<file path="src/rtl/rgb_to_hsv_engine.sv">
// rgb_to_hsv_engine
//   Frame-sequential RGB->HSV converter. Each pixel is fetched from the source
//   region of a shared SRAM, converted with one shared bit-serial restoring
//   divider (saturation first, then hue), and written packed to the
//   destination region.
//
//   State table
//     state   | meaning
//     --------+------------------------------------------------------------
//     IDLE    | waiting for enable; counter cleared
//     FETCH   | source address on the bus, read data arrives next cycle
//     LOAD    | sample R/G/B, find max/min/delta, start saturation divide
//     DIV_S   | DW cycles of saturation divide (delta<<FracBits)/max
//     DIV_H   | DW cycles of hue divide (|x-y|<<FracBits)/delta
//     WRITE   | destination address + packed HSV on the bus, wren high
//     DONE    | frame complete, done held until enable drops
//
// Ports
//   clk        rising-edge clock
//   reset      asynchronous reset, active high
//   enable     level: high runs/holds the frame, low aborts and clears
//   pause      high freezes every register (bus arbitration stall)
//   data_read  SRAM read data, valid one cycle after address
//   address    SRAM word address (mod 2^18)
//   wren       write strobe, one cycle per pixel
//   data_write {H, 8'h00, S, V} & StoreMask
//   done       frame complete
module rgb_to_hsv_engine #(
  parameter int          ImageWidth  = 320,
  parameter int          ImageHeight = 240,
  parameter int          SrcOffset   = 76801,
  parameter int          DstOffset   = 153602,
  parameter int          RLane       = 0,
  parameter int          GLane       = 1,
  parameter int          BLane       = 3,
  parameter int          FracBits    = 8,
  parameter int          HueShift    = 3,
  parameter logic [7:0]  NoHue       = 8'hFF,
  parameter logic [31:0] StoreMask   = 32'hFFFFFFFF
) (
  input  logic        clk,
  input  logic        reset,
  input  logic        enable,
  input  logic        pause,
  input  logic [31:0] data_read,
  output logic [17:0] address,
  output logic        wren,
  output logic [31:0] data_write,
  output logic        done
);

  localparam int DW = 8 + FracBits;
  localparam int CW = $clog2(DW);
  localparam int RW = DW + 3;
  localparam logic [17:0] SRC_BASE = 18'(SrcOffset);
  localparam logic [17:0] DST_BASE = 18'(DstOffset);
  localparam logic [17:0] LAST_PIX = 18'(ImageWidth * ImageHeight - 1);

  typedef enum logic [2:0] {
    S_IDLE, S_FETCH, S_LOAD, S_DIV_S, S_DIV_H, S_WRITE, S_DONE
  } state_t;

  state_t          state_q, state_nx;
  logic [17:0]     cnt_q, cnt_nx;
  logic [17:0]     addr_q, addr_nx;
  logic            wren_q, wren_nx;
  logic [31:0]     wdata_q, wdata_nx;
  logic            done_q, done_nx;
  logic [7:0]      v_q, v_nx;
  logic [7:0]      s_q, s_nx;
  logic [7:0]      delta_q, delta_nx;
  logic [7:0]      hdiff_q, hdiff_nx;
  logic            hneg_q, hneg_nx;
  logic [1:0]      maxsel_q, maxsel_nx;
  logic [DW:0]     rem_q, rem_nx;
  logic [DW-1:0]   num_q, num_nx;
  logic [7:0]      den_q, den_nx;
  logic [DW-1:0]   quo_q, quo_nx;
  logic [CW-1:0]   bit_q, bit_nx;

  // Pixel decode from the configured byte lanes.
  logic [7:0] pix_r, pix_g, pix_b;
  logic [7:0] px_max, px_min, px_delta, px_x, px_y, px_hdiff;
  logic [1:0] px_sel;
  logic       px_hneg;

  assign pix_r = data_read[RLane*8 +: 8];
  assign pix_g = data_read[GLane*8 +: 8];
  assign pix_b = data_read[BLane*8 +: 8];

  // The spare lane is intentionally ignored.
  logic unused_lanes;
  assign unused_lanes = ^data_read;

  always_comb begin
    px_sel = 2'd0;
    px_max = pix_r;
    px_x   = pix_g;
    px_y   = pix_b;
    // Ties resolve R over G over B.
    if (pix_r >= pix_g && pix_r >= pix_b) begin
      px_sel = 2'd0; px_max = pix_r; px_x = pix_g; px_y = pix_b;
    end else if (pix_g >= pix_b) begin
      px_sel = 2'd1; px_max = pix_g; px_x = pix_b; px_y = pix_r;
    end else begin
      px_sel = 2'd2; px_max = pix_b; px_x = pix_r; px_y = pix_g;
    end
    px_min = pix_r;
    if (pix_g < px_min) px_min = pix_g;
    if (pix_b < px_min) px_min = pix_b;
    px_delta = px_max - px_min;
    px_hneg  = (px_x < px_y);
    px_hdiff = px_hneg ? (px_y - px_x) : (px_x - px_y);
  end

  // One restoring divider step: shift in the next numerator bit and subtract
  // the denominator if it fits. The extra remainder bit is the guard bit.
  logic [DW:0]   div_shift, div_rem;
  logic [DW-1:0] div_quo;
  logic          div_fits;

  always_comb begin
    div_shift = (rem_q << 1) | (DW+1)'(num_q[DW-1]);
    div_fits  = (div_shift >= (DW+1)'(den_q));
    div_rem   = div_fits ? (div_shift - (DW+1)'(den_q)) : div_shift;
    div_quo   = {quo_q[DW-2:0], div_fits};
  end

  // Saturation from the completed quotient, clamped to 8 bits
  // (delta==max yields 1.0, which would otherwise wrap).
  logic [DW-1:0] sat_q;
  logic [7:0]    sat_code;

  always_comb begin
    sat_q    = div_quo >> (FracBits - 8);
    sat_code = (sat_q > DW'(255)) ? 8'hFF : sat_q[7:0];
  end

  // Hue sector arithmetic: base + q when x>=y, otherwise base' - q.
  logic [RW-1:0] hue_pos, hue_neg, hue_raw;
  logic [7:0]    hue_code;

  always_comb begin
    case (maxsel_q)
      2'd1: begin
        hue_pos = RW'(2) << FracBits;
        hue_neg = RW'(2) << FracBits;
      end
      2'd2: begin
        hue_pos = RW'(4) << FracBits;
        hue_neg = RW'(4) << FracBits;
      end
      default: begin
        hue_pos = '0;
        hue_neg = RW'(6) << FracBits;
      end
    endcase
    hue_raw  = hneg_q ? (hue_neg - RW'(div_quo)) : (hue_pos + RW'(div_quo));
    hue_code = 8'(hue_raw >> HueShift);
  end

  function automatic logic [31:0] pack_hsv(input logic [7:0] h, input logic [7:0] s,
                                           input logic [7:0] v);
    return {h, 8'h00, s, v} & StoreMask;
  endfunction

  always_comb begin
    state_nx  = state_q;
    cnt_nx    = cnt_q;
    addr_nx   = addr_q;
    wren_nx   = wren_q;
    wdata_nx  = wdata_q;
    done_nx   = done_q;
    v_nx      = v_q;
    s_nx      = s_q;
    delta_nx  = delta_q;
    hdiff_nx  = hdiff_q;
    hneg_nx   = hneg_q;
    maxsel_nx = maxsel_q;
    rem_nx    = rem_q;
    num_nx    = num_q;
    den_nx    = den_q;
    quo_nx    = quo_q;
    bit_nx    = bit_q;

    if (!enable) begin
      // Abort wins over pause.
      state_nx = S_IDLE;
      cnt_nx   = '0;
      addr_nx  = '0;
      wren_nx  = 1'b0;
      wdata_nx = '0;
      done_nx  = 1'b0;
    end else if (!pause) begin
      case (state_q)
        S_IDLE: begin
          if (!done_q) begin
            state_nx = S_FETCH;
            addr_nx  = SRC_BASE + cnt_q;
            wren_nx  = 1'b0;
          end
        end
        S_FETCH: state_nx = S_LOAD;
        S_LOAD: begin
          v_nx      = px_max;
          delta_nx  = px_delta;
          hdiff_nx  = px_hdiff;
          hneg_nx   = px_hneg;
          maxsel_nx = px_sel;
          if (px_max == 8'd0 || px_delta == 8'd0) begin
            // Grey or black: hue undefined, no divide needed.
            state_nx = S_WRITE;
            wren_nx  = 1'b1;
            addr_nx  = DST_BASE + cnt_q;
            wdata_nx = pack_hsv(NoHue, 8'h00, px_max);
          end else begin
            state_nx = S_DIV_S;
            rem_nx   = '0;
            num_nx   = {px_delta, {FracBits{1'b0}}};
            den_nx   = px_max;
            quo_nx   = '0;
            bit_nx   = CW'(DW - 1);
          end
        end
        S_DIV_S: begin
          rem_nx = div_rem;
          num_nx = num_q << 1;
          quo_nx = div_quo;
          bit_nx = bit_q - CW'(1);
          if (bit_q == '0) begin
            s_nx     = sat_code;
            state_nx = S_DIV_H;
            rem_nx   = '0;
            num_nx   = {hdiff_q, {FracBits{1'b0}}};
            den_nx   = delta_q;
            quo_nx   = '0;
            bit_nx   = CW'(DW - 1);
          end
        end
        S_DIV_H: begin
          rem_nx = div_rem;
          num_nx = num_q << 1;
          quo_nx = div_quo;
          bit_nx = bit_q - CW'(1);
          if (bit_q == '0) begin
            state_nx = S_WRITE;
            wren_nx  = 1'b1;
            addr_nx  = DST_BASE + cnt_q;
            wdata_nx = pack_hsv(hue_code, s_q, v_q);
          end
        end
        S_WRITE: begin
          cnt_nx  = cnt_q + 18'd1;
          wren_nx = 1'b0;
          if (cnt_q == LAST_PIX) begin
            state_nx = S_DONE;
            done_nx  = 1'b1;
          end else begin
            state_nx = S_FETCH;
            addr_nx  = SRC_BASE + cnt_q + 18'd1;
          end
        end
        S_DONE: wren_nx = 1'b0;
        default: state_nx = S_IDLE;
      endcase
    end
  end

  always_ff @(posedge clk or posedge reset) begin
    if (reset) begin
      state_q  <= S_IDLE;
      cnt_q    <= '0;
      addr_q   <= '0;
      wren_q   <= 1'b0;
      wdata_q  <= '0;
      done_q   <= 1'b0;
      v_q      <= '0;
      s_q      <= '0;
      delta_q  <= '0;
      hdiff_q  <= '0;
      hneg_q   <= 1'b0;
      maxsel_q <= '0;
      rem_q    <= '0;
      num_q    <= '0;
      den_q    <= '0;
      quo_q    <= '0;
      bit_q    <= '0;
    end else begin
      state_q  <= state_nx;
      cnt_q    <= cnt_nx;
      addr_q   <= addr_nx;
      wren_q   <= wren_nx;
      wdata_q  <= wdata_nx;
      done_q   <= done_nx;
      v_q      <= v_nx;
      s_q      <= s_nx;
      delta_q  <= delta_nx;
      hdiff_q  <= hdiff_nx;
      hneg_q   <= hneg_nx;
      maxsel_q <= maxsel_nx;
      rem_q    <= rem_nx;
      num_q    <= num_nx;
      den_q    <= den_nx;
      quo_q    <= quo_nx;
      bit_q    <= bit_nx;
    end
  end

  assign address    = addr_q;
  assign wren       = wren_q;
  assign data_write = wdata_q;
  assign done       = done_q;

endmodule

</file>
<file path="config.mk">
export PLATFORM = sky130hd
export DESIGN_NAME = rgb_to_hsv_engine
export DESIGN_NICKNAME = d
export VERILOG_FILES = /design/src/rtl/rgb_to_hsv_engine.sv
export SDC_FILE = /design/constraint.sdc
export NUM_CORES = 1
export LEC_CHECK = 0
export CAP_MARGIN = 10
export CORE_ASPECT_RATIO = 0.7
export CORE_MARGIN = 5
export CORE_UTILIZATION = 65
export CTS_BUF_LIST = sky130_fd_sc_hd__clkbuf_8
export CTS_CLUSTER_DIAMETER = 40
export DETAILED_ROUTE_END_ITERATION = 10
export GPL_TIMING_DRIVEN = 0
export PLACE_DENSITY = 0.9
export REMOVE_ABC_BUFFERS = 1
export SETUP_SLACK_MARGIN = 0.5
export SKIP_LAST_GASP = 1
export SLEW_MARGIN = 5
export SYNTH_ARGS = -nofsm -noshare
export SYNTH_HDL_FRONTEND = slang
export SYNTH_SLANG_ARGS = --single-unit
</file>
<file path="constraint.sdc">
create_clock -name clk -period 9.8 [get_ports clk]
set_clock_uncertainty 0.15 [all_clocks]
set_input_delay 1.47 -clock clk [delete_from_list [all_inputs] [get_ports clk]]
set_output_delay 1.47 -clock clk [all_outputs]
set_load 0.02 [all_outputs]
</file>
-- Word level (Yosys, flattened, before mapping)
Index checks and enable logic that the tools add are counted.
- add/sub/neg operators: 11
- magnitude comparators: 8
- equality and inequality tests: 23
- mux-type cells: 64
- bitwise operators: 2
- reductions and logical operators: 19
- operator list (operator ; number):
    $mux W18 ; 9
    $mux W32 ; 4
    $mux W8 ; 12
    $pmux W16 S3 ; 2
    $mux W16 ; 5
    $pmux W18 S4 ; 1
    $pmux W32 S2 ; 1
    $pmux W15 S3 ; 1
    $pmux W11 S2 ; 2
    $add A18 B1 Y18 const B ; 2
    $mux W15 ; 2
    $ge A8 B8 Y1 ; 3
    $lt A8 B8 Y1 ; 3
    $sub A8 B8 Y8 ; 3
    $mux W3 ; 7
    $pmux W3 S7 ; 1
    $add A17 B18 Y18 const A ; 1
    $add A18 B18 Y18 const A ; 1
    $eq A18 B17 Y1 const B ; 1
    $ge A17 B8 Y1 ; 1
    $or A17 B1 Y17 ; 1
    $gt A16 B8 Y1 const B ; 1
    $logic_not A8 Y1 ; 2
    $pmux W8 S2 ; 1
    34 further kinds ; 60
- register bits after elaboration: 167
- bits of input ports: 36

-- Longest topological paths before layout
Gate-level depths: netlist (run 1).
- depth in word-level cells: 11
- gate-level depth with buffers: 33
- depth with buffers taken out: 29

-- Least setup slack after synthesis (run 1)
OpenSTA, ideal clock, no wires.
- path kind: input -> register
- start point: input data_read[1]
- end point: register wdata_q[25] (netlist: data_write[25])
- arrival time: 7.324 ns
- path slack: 2.205 ns
- cell stages on the path: 31
- cells stage by stage: inv_1 ha_1 nor2b_1 o21a_1 o21ai_1 nand2b_1 buf_6 mux2i_1 ha_1 a21o_1 a21o_1 a21oi_1 nand2_1 o21ai_1 clkbuf_1 nand2_1 o21ai_0 ha_1 inv_1 fa_1 a21o_1 a21oi_1 xnor2_1 inv_1 or4b_2 nor4_1 a21oi_4 o31ai_4 buf_4 nand3_1 o211a_1
- longest elaborated chain between the ends: 9
- elaborated cells on any way between the ends: 14
- those cells by class: add/sub (1); order compare (4); eq/ne (1); mux (3); reduce/logical (5)
- RTL lines (item ; line ; text):
    start, declared ; 45 ; input logic [31:0] data_read,
    $lt A8 B8 Y1 ; 109 ; if (pix_g < px_min) px_min = pix_g;
    $mux W8 ; 109 ;
    $lt A8 B8 Y1 ; 110 ; if (pix_b < px_min) px_min = pix_b;
    $mux W8 ; 110 ;
    $sub A8 B8 Y8 ; 111 ; px_delta = px_max - px_min;
    $logic_not A8 Y1 ; 210 ; if (px_max == 8'd0 || px_delta == 8'd0) begin
    $logic_or A1 B1 Y1 (*) ; 210 ;
    $ne A3 B3 Y1 (no source line) (*) ; -- ;
    $reduce_and A4 Y1 (no source line) (*) ; -- ;
    end signal, assigned ; 293 ; wdata_q <= wdata_nx;
    end, declared ; 67 ; logic [31:0] wdata_q, wdata_nx;
Mark *: on every way between the ends. The rest lies on a longest branch, timed or not.
A chain may end at the register's enable or synchronous reset.

-- Worst setup path after layout (run 1)
- start point: input data_read[5]
- end point: register rem_q[8]
- longest elaborated chain between the ends: 9
- elaborated cells on any way between the ends: 14
- those cells by class: add/sub (1); order compare (4); eq/ne (1); mux (3); reduce/logical (5)
- RTL lines (item ; line ; text):
    $lt A8 B8 Y1 ; 109 ;
    $mux W8 ; 109 ;
    $lt A8 B8 Y1 ; 110 ;
    $mux W8 ; 110 ;
    $sub A8 B8 Y8 ; 111 ;
    $logic_not A8 Y1 ; 210 ;
    $logic_or A1 B1 Y1 (*) ; 210 ;
    $ne A2 B2 Y1 (no source line) (*) ; -- ;
    $reduce_and A4 Y1 (no source line) (*) ; -- ;
    end signal, assigned ; 301 ; rem_q <= rem_nx;
    end, declared ; 75 ; logic [DW:0] rem_q, rem_nx;
Marked as above.

==> flow_summary.toml, run 1 <==
[yosys]
yosys.area.top_type = "dfrtp_1"
seq_area_frac_synth = 0.344
synthDistinctLibCells = 76
synth.most_common_cell = "nand2_1"
yosys_warnings = 0
ys_ff_latch = 151
synthFlopType = "dfrtp_1"
netlist_area_um2 = 11000
async_reset_ff_frac = 1.00
syn_inst = 1322
synth.area.top_cells = "dfrtp_1, nand2_1, ha_1"
avgSynthCellArea_um2 = 8.30
synth_commonest_cells = "nand2_1, dfrtp_1, nor2_1"
netlist.area_leader.share = 0.344
synth_edf_count = 0

[cells_and_area]
multi_input_area_um2 = 6660
num-fill-cells = 1221
area.growth.synth_to_final_pct = 11.4
design_area_um2 = 12200
regArea_um2 = 3780
final_layout_size_suffix_gt1_frac = 0.0623
diodes = 0
fin_nets = 1458

[timing]
slew_violations = 0
timing.final.hold_violations = 0
period_needed_ns = 8.75
slew_headroom = 0.280
holdWs_ns = 0.335
fmax_mhz = 114
tightest_slew_ns = 1.08
setup_viol = 0
period_share = 0.893
rsz0062_at_grt = "false"

[die]
dieArea_um2 = 19600
start_util = 0.667
core-area_um2 = 16400
rows = 39
ios = 88
die_w_um = 165
fp.dieH_um = 119

[cts]
h-tree-depth = 4
clock_latency_ns = 0.47
clk_pin_slew_ns = 0.10
clock_sinks = 151
cts_tree = "yes"
cts_root_buf = "clkbuf_8"
cts_buffer_depth = 2
cts_made_buffers = 17

[power_and_ir_drop]
ir_drop_mv = 0.101
p_per_area_nw_per_um2 = 190
power_mw = 2.32
cellLeakagePower_nw = 5.43

[placement]
dp_hpwl_um = 20100
io_buffers = 71
place_area_um2 = 11700
globalplace.congestion = 0.993

[drt]
wl_met2_um = 13200
routed_via_density = 6.30
met3_wirelength_um = 2900
drc = 0
totalWireLength_um = 28900
drt-met1-wl_um = 12300
highest_layer = "met4"
first_pass_iters = 7
antenna_left = 0
wl_per_cell_um = 18.2
route.vias.total = 10000
dr.first_iter.drc_count = 1310

[worst_setup_path]
slowest_stage = "clkdlybuf4s50_1"
setup.worst_path.class = "input pin to flip-flop"
max_stage_delay_ns = 0.64
critPathCaptureType = "flip-flop"
crit_fanout = 46
worstPathArrival_ns = 8.97
worstPathRequired_ns = 10.02
crit_path_start_kind = "input pin"

[global_route]
grt_pass1_vias = 9485
antenna_found_initial = 0
grt_pass1_wl_um = 47300
grt_max_degree = 93
grt_remaining_overflow = 0
gr-usage-all-layers = 0.294

[job]
maxCapViolCount = 0

[run_status]
status = "finished clean"

[min_path]
hold_path.class = "flip-flop to flip-flop"
cell type report:
type	count	area share
Clock buffer	17	0.0191
Clock inverter	15	0.0130
Sequential cell	151	0.309
Multi-Input combinational cell	1034	0.545
Timing Repair Buffer	85	0.0716
Tap cell	225	0.0230
Inverter	62	0.0194
cells by family (layout without fill, tap and decap cells):
family / count (synthesis) / after routing / synth area share
mux: 46 / 46 / 0.0430
other cells: 1 / 8 / 0.000342
buf+inv: 145 / 179 / 0.0578
xor+xnor: 71 / 71 / 0.0593
flops: 151 / 151 / 0.344
compound gates: 339 / 340 / 0.209
fa+ha+maj: 71 / 71 / 0.0837
simple gates: 498 / 498 / 0.203
power by group:
part	total [mW]	internal [mW]	switching [mW]	leakage [nW]
sequential	0.844	0.740	0.103	2.01
clock	0.485	0.211	0.274	0.185
combinational	0.988	0.421	0.567	3.24
what timing repair did:
action | 4_1_cts | 5_1_grt
resized for setup | 1 | 3
cloned | 0 | 1
setup endpoints to repair | 49 | 92
hold buffers | 0 | 0
buffers inserted | 0 | 5
hold endpoints to repair | 0 | 0
pin swaps | 0 | 2
state kept, by name, indices dropped and copies added, names as in the netlist, 8 cells and up:
name	count
address	18
cnt_q	18
data_write	24
delta_q	8
den_q	8
hdiff_q	8
num_q	8
quo_q	15
rem_q	16
s_q	8
v_q	8
metal layers:
metal / track usage / vias to the layer above
met5: 0 / -
met4: 0.0793 / 0
met1: 0.427 / 4695
met3: 0.0637 / 59
li1: - / 4716
met2: 0.448 / 538
placed cells by master, fill, tap and decap left out, types with 15 or more instances in the layout:
master and instances:
nand2_1 226, dfrtp_1 151, nor2_1 105, o21ai_0 96, clkdlybuf4s50_1 70, a21oi_1 67, ha_1 67, inv_1 61
xnor2_1 45, mux2i_1 39, nand3_1 36, o31ai_1 24, xor2_1 24, nor3_1 21, clkbuf_8 17, nor4_1 16
and2_1 16, or3_1 16, nor2b_1 15
critical path, delay by kind of cell:
kind,cells,cell delay [ns]
AO/OA/AOI/OAI,13,2.60
AND/OR/NAND/NOR,6,2.02
adder cells (fa/ha/maj),4,1.24
buffers and inverters,5,1.17
multiplexers,1,0.29
XOR/XNOR,1,0.18
per-stage QoR:
step | utilization | TNS [ns] | instances | worst slack, ns
after floorplan | - | 0 | 1246 | 0.940
after global placement | 0.705 | -55.80 | 1542 | -1.21
after detailed placement | 0.714 | -1.04 | 1549 | -0.171
after CTS | 0.738 | 0 | 1581 | 0.593
after global routing | 0.743 | 0 | 1589 | 0.516
final | 0.743 | 0 | 1589 | 1.05
final timing paths:
path	slack [ns]	end	startpoint	depth (start not counted)
max	1.05	rem_q[8]	data_read[5]	30
min	0.33	v_q[1]	v_q[1]	2
max reg2reg	5.29	address[6]	cnt_q[0]	10
min reg2reg	0.33	v_q[1]	v_q[1]	2
max in group asynchronous	7.40	delta_q[4]	reset	3
min in group asynchronous	1.26	address[4]	reset	2
Note: power is estimated with default switching activity, not from simulation.
==> inputs of run 2 (changes only) <==
Settings changed: ABC_CLOCK_PERIOD_IN_PS from default to 9800.
==> results of run 2 <==
Final layout, timing and power as in run 1 (identical DEF).
==> inputs of run 3 (changes only) <==
Settings changed: DONT_BUFFER_PORTS from default to 1, PLACE_DENSITY 0.9 to 0.83, SETUP_SLACK_MARGIN 0.5 to default.
==> run 3 against run 2 <==
  * Non-clock buffer count decreased by 73
  * Die area unchanged
  * Worst hold slack worse by 0.0062 ns
  * Core utilization down 4.5 points
  * Routed wire length decreased by 6.6%
  * Combinational power fell by 4.4%
  * Sequential power hardly changed
  * Clock power down 12%
  * First-iteration DRC count down 23%
  * Sequential share of layout area is 2.0 points higher
  * Power down 4.3%
  * Worst setup slack worse by 0.044 ns
  * Critical endpoint is now bit_q[3]
==> flow_summary.toml, run 3 (same netlist as run 1, synthesis figures left out) <==
[min_path]
whs_path_depth = 2
hold_end = "delta_q[2]"
hold_path.class = "flip-flop to flip-flop"
hp-start = "delta_q[2]"

[timing]
timing.final.hold_violations = 0
timing.final.ws_setup_ns = 1.00
period_needed_ns = 8.80
tightest_slew_ns = 1.14
fmax_mhz = 114
rsz0062_at_grt = "false"
slew_violations = 0
period_share = 0.898
slew_headroom = 0.235
setup_viol = 0

[drt]
wl_per_cell_um = 17.8
antenna_left = 0
route.vias.total = 9534
totalWireLength_um = 27000
drc = 0
routed_via_density = 6.30
dr.first_iter.drc_count = 1015
first_pass_iters = 6

[worst_setup_path]
critical-path-top-delay-family = "simple AND/OR/NAND/NOR gates"
setup.worst_path.class = "input pin to flip-flop"
worstPathRequired_ns = 10.02
worst-r2r-setup-slack_ns = 5.73
max_stage_delay_ns = 0.72
slowest_stage = "nand2b_2"
critPathBufInv = 4
crit_fanout = 46
critPathCaptureType = "flip-flop"
worst_r2r_path_depth = 11
r2r-end = "address[12]"
worstPathArrival_ns = 9.02
crit-reg2reg-launch = "cnt_q[0]"
crit_path_start_kind = "input pin"

[power_and_ir_drop]
swShare = 0.399
internal-power_mw = 1.33
p_clk_frac = 0.193
p_seq_frac = 0.381
p_comb_frac = 0.426
p_per_area_nw_per_um2 = 193
cellLeakagePower_nw = 5.17
switching_power_mw = 0.884
ir_drop_mv = 0.0962

[die]
dieArea_um2 = 19600
die_w_um = 165
fp.dieH_um = 119
core-area_um2 = 16400
ios = 88
rows = 39
start_util = 0.667

[run_status]
status = "finished clean"

[job]
maxCapViolCount = 0

[placement]
dp_slack_ns = 0.630
io_buffers = 0
place_area_um2 = 11100
dp_hpwl_um = 19600
globalplace.congestion = 0.980

[cells_and_area]
regArea_um2 = 3780
num-fill-cells = 1330
final_layout_size_suffix_gt1_frac = 0.0575
area.growth.synth_to_final_pct = 4.66
final_cell_mix = "nand2_1, dfrtp_1, nor2_1"
diodes = 0
multi_input_area_um2 = 6630
design_area_um2 = 11500
largest_register_ffs = 24
final_common_cell = "nand2_1"
fin_nets = 1384

[cts]
postCtsResizedCells = 0
clock_latency_ns = 0.47
cts_buffer_depth = 2
cts_tree = "yes"
cts_made_buffers = 17
h-tree-depth = 4
cts_root_buf = "clkbuf_8"
clk_pin_slew_ns = 0.08
postCtsHoldBufs = 0
post_cts_buffers = 0
clock_sinks = 151

[global_route]
grt_busiest_layer = "met1"
gr-usage-met2 = 0.405
grt_use_met1 = 0.413
grt_pass1_vias = 8819
grt_max_degree = 83
antenna_found_initial = 0
gr-usage-all-layers = 0.278
grt_pass1_wl_um = 44600
use_met3 = 0.0706
grt_remaining_overflow = 0
-- run 3: cell types whose count changed in the layout (fill, tap and decap cells not counted), moves of 2 or more --
cell	previous run	this run
clkinvlp_4	5	2
clkinv_2	0	4
clkbuf_8	17	19
buf_16	1	5
clkdlybuf4s50_1	70	0
inv_8	5	0
buf_4	8	2
-- run 3: per-stage QoR --
stage	cells	hold slack [ns]	TNS, ns	utilization	total power, mW
6_report	1513	0.329	0	0.699	2.22
3_3_place_gp	1471	0.306	-8.70	0.662	1.73
2_1_floorplan	1246	0.292	0	-	1.57
4_1_cts	1512	0.331	0	0.697	2.22
3_5_place_dp	1482	0.313	0	0.676	1.79
5_1_grt	1513	0.350	0	0.699	2.39
-- run 3: tightest hold or removal path: cells and delay by family, from the launching register on --
kind,cells,cell delay [ns]
simple gates,2,0.10
flops,1,0.35
-- run 3: per-layer routing --
| layer | share of wire | up-vias | routed length (um) |
|---|---|---|---|
| li1 | - | 4563 | - |
| met1 | 0.45 | 4512 | 12300 |
| met2 | 0.43 | 407 | 11700 |
| met3 | 0.091 | 52 | 2450 |
| met4 | 0.020 | 0 | 530 |
| met5 | 0 | - | 0 |
-- run 3: worst max-delay path by stage --
stage | from | end | slack, ns | depth (start not counted)
after global routing | data_read[7] | bit_q[3] | 0.33 | 29
final | data_read[7] | bit_q[3] | 1.00 | 29
after CTS | data_read[7] | rem_q[8] | 1.08 | 29
after global placement | data_read[7] | num_q[8] | -0.31 | 28
after floorplan | data_read[7] | num_q[8] | 0.94 | 28
after detailed placement | data_read[7] | bit_q[3] | 0.63 | 29
-- run 3: power groups by stage --
stage               sequential, mW  combinational, mW  clock (mW)
finish                       0.845              0.945       0.427
global route                 0.862               1.06       0.461
CTS                          0.843              0.942       0.432
detailed placement           0.854              0.935           0
global placement             0.849              0.885           0
floorplan                    0.825              0.743           0
-- run 3: area by class of cell --
| type | count | share of cell area |
|---|---|---|
| flip-flops and latches | 151 | 0.329 |
| multi-input cells | 1033 | 0.577 |
| well taps | 225 | 0.0245 |
| inverters | 62 | 0.0207 |
| clock buffers | 19 | 0.0228 |
| clock inverters | 11 | 0.00643 |
| repair buffers | 12 | 0.0196 |
==> RTL edit (flow settings as in run 2) <==
Re-encode `state_t` (7 states) as one-hot, 7 bits wide.
--- a/src/rtl/rgb_to_hsv_engine.sv
+++ b/src/rtl/rgb_to_hsv_engine.sv
@@ -58,4 +58,4 @@
 
-  typedef enum logic [2:0] {
-    S_IDLE, S_FETCH, S_LOAD, S_DIV_S, S_DIV_H, S_WRITE, S_DONE
+  typedef enum logic [6:0] {
+    S_IDLE = 7'b0000001, S_FETCH = 7'b0000010, S_LOAD = 7'b0000100, S_DIV_S = 7'b0001000, S_DIV_H = 7'b0010000, S_WRITE = 7'b0100000, S_DONE = 7'b1000000
   } state_t;
Formal check against the unedited RTL: no difference found for any inputs over 4 cycles, from zero or initial values and one cycle with reset high; so few cycles prove little.
==> RTL edit against run 2 <==
Final area rose by 4.0%; setup slack improved by 190 ps; clock power up 4.9%; sequential power down 2.8%; synthesized area grew 4.8%; power is 8.3% lower; combinational power is 19% lower; sequential cell count up 4; utilization fell by 0.71 points; die area increased by 4.5%; wire length grew 4.0%; register-to-register slack better by 480 ps; critical endpoint is now data_write[11]$_DFFE_PP0P_.
==> RTL edit: results (changes against run 2) <==
Setup path:
- The peak fanout along the critical path is 16 (-65%).
- The kind of cell adding the most delay to the critical path is compound AO/OA/AOI/OAI gates.
- The largest incremental delay on the critical path came to 670 ps (+30 ps).
- The arrival time at the worst endpoint is 8780 ps (-190 ps).
- The critical-path cell with the highest stage delay is sky130_fd_sc_hd__a31oi_4.

Cells and area:
- The number of inserted diodes is 0 (unchanged).
- The fraction of final layout cells sized beyond drive strength 1 is 0.0761 (+0.0138).
- The flip-flop count of the largest register after layout is 24 (unchanged).
- The final layout net count is 1449 (-0.62%).

Pwr:
- The leakage power total was 5.84 nW (+7.6%).
- The clock network power share came to 0.240 (+0.031).
- The internal portion of total power is 1.33 mW (-2.8%).
- The sequential power share was 0.386 (+0.022).
- The total net switching power was 790 µW (-16%).
- The maximum VDD drop is 0.132 mV (+31%).

Logic synthesis:
- The primary flip-flop cell chosen by synthesis mapping is sky130_fd_sc_hd__dfrtp_1.
- The average footprint of a synthesized cell was 8.70 µm² (+4.7%).
- The sequential share of the synthesized area is 0.337 (-0.00703).
- Counting instances in the post-synthesis netlist gives the leading cell types as sky130_fd_sc_hd__dfrtp_1 (154), sky130_fd_sc_hd__nand2_1 (137), sky130_fd_sc_hd__nor2_1 (126).
- After synthesis, the cell types taking the most area are sky130_fd_sc_hd__dfrtp_1 (33%), sky130_fd_sc_hd__ha_1 (7.3%), sky130_fd_sc_hd__mux2i_1 (6.6%).
- The proportion of register bits with asynchronous set or reset after synthesis was 1.00 (unchanged).
- The count of different cell masters after synthesis is 82 (+7.9%).
- The number of warnings issued by yosys is 0 (unchanged).

Placed design:
- The pre-CTS setup slack is 470 ps (+640 ps).
- The last weighted congestion value of the routability-driven placer was 0.962 (-3.1%).
- The count of buffers inserted at the top-level ports came to 71 (unchanged).
- The cell area reported after detailed placement is 12300 µm² (+4.4%).
- The total half-perimeter wirelength after legalization and detailed placement is 21.8 mm (+8.4%).
- The number of placed cells counting well taps came to 1553 (+0.26%).

Routing:
- The mean routed wirelength per cell came to 19.0 µm (+4.2%).
- The iteration-0 DRC count of the detailed router came to 1443 (+10%).
- The detailed-route wire length was 30.1 mm (+4.0%).
- The routed wire length on met2 is 13.4 mm (+1.5%).
- The via count of the routed design is 10.3k (+3.0%).
- The number of iterations in the first detailed-routing pass came to 6 (-1).
- The length of routed met3 wiring is 3.22 mm (+11%).
- The total routed wire length on the met1 layer was 12.8 mm (+3.8%).

GRT:
- The global-route wire length before repair was 48.9 mm (+3.5%).
- The number of global-route vias before repair is 9807 (+3.4%).
- The overall routing resource usage is 0.292 (-0.00203).
- The maximum number of pins on one net before global-route repair is 129 (+39%).

CTS:
- The number of buffers inserted during clock tree synthesis is 17 (unchanged).
- The level count of the clock H-tree was 4 (unchanged).
- The root buffer cell is sky130_fd_sc_hd__clkbuf_8.
- The count of clock tree sinks is 155 (+2.6%).
- The clock-pin transition on the worst setup and hold timing paths was 80 ps (-20 ps).

STA:
- The headroom to the max-slew limit is 0.249 (-0.0310).

Min path:
- The tightest min-delay check is of the reg2reg type.

Outcome:
- The flow ran to the end, and the final reports show no timing, DRC or antenna violations.
==> RTL edit: cell count changes in the layout (fill, tap and decap cells not counted), sizes merged, moves of 6 or more <==
cell and delta:
or2 +6, mux2i +36, nor2 +20, inv +22, o31ai -15, buf -8
or3 -9, mux2 +30, and2 -9, nand2 -90, a21oi +25, o21ai -38
a21boi -14, nor2b -6
==> RTL edit: layer usage <==
layer,vias up,track usage
met4,0,0.0825
met1,4958,0.412
met3,69,0.0687
met2,537,0.452
met5,-,0
li1,4743,-
==> RTL edit: path summary, 6_finish.rpt <==
kind,from,to,slack [ps],cells after the start
min in group asynchronous,reset,wren$_DFFE_PP0P_,1210,2
min reg2reg,delta_q[1]$_DFFE_PP0P_,delta_q[1]$_DFFE_PP0P_,330,2
min,delta_q[1]$_DFFE_PP0P_,delta_q[1]$_DFFE_PP0P_,330,2
max reg2reg,state_q[1]$_DFFE_PP0P_,rem_q[5]$_DFFE_PP0P_,5770,8
max in group asynchronous,reset,rem_q[4]$_DFFE_PP0P_,7390,3
max,data_read[3],data_write[11]$_DFFE_PP0P_,1230,22
==> RTL edit: logic make-up after synthesis <==
kind of cell,count (synthesis),synth area share
DFF,155,0.337
and+or+nand+nor,436,0.178
xor gates and xnor gates,69,0.0538
other,1,0.000326
buffers and inverters,172,0.0625
adders and majority gates,71,0.0798
muxes,112,0.108
AOI/OAI and AO/OA,307,0.180
==> RTL edit: layout make-up <==
class	count	area [µm²]
tap	231	289
clock buffer	19	262
sequential	155	3880
clock inverter	12	149
inverter	88	338
multi-input combinational	1003	6960
timing repair buffer	77	838
fill	1197	4550
==> RTL edit: timing repair <==
item                                    4_1_cts  5_1_grt
gates resized for setup                       0        1
endpoints found under the setup margin        0       29
hold buffers                                  0        0
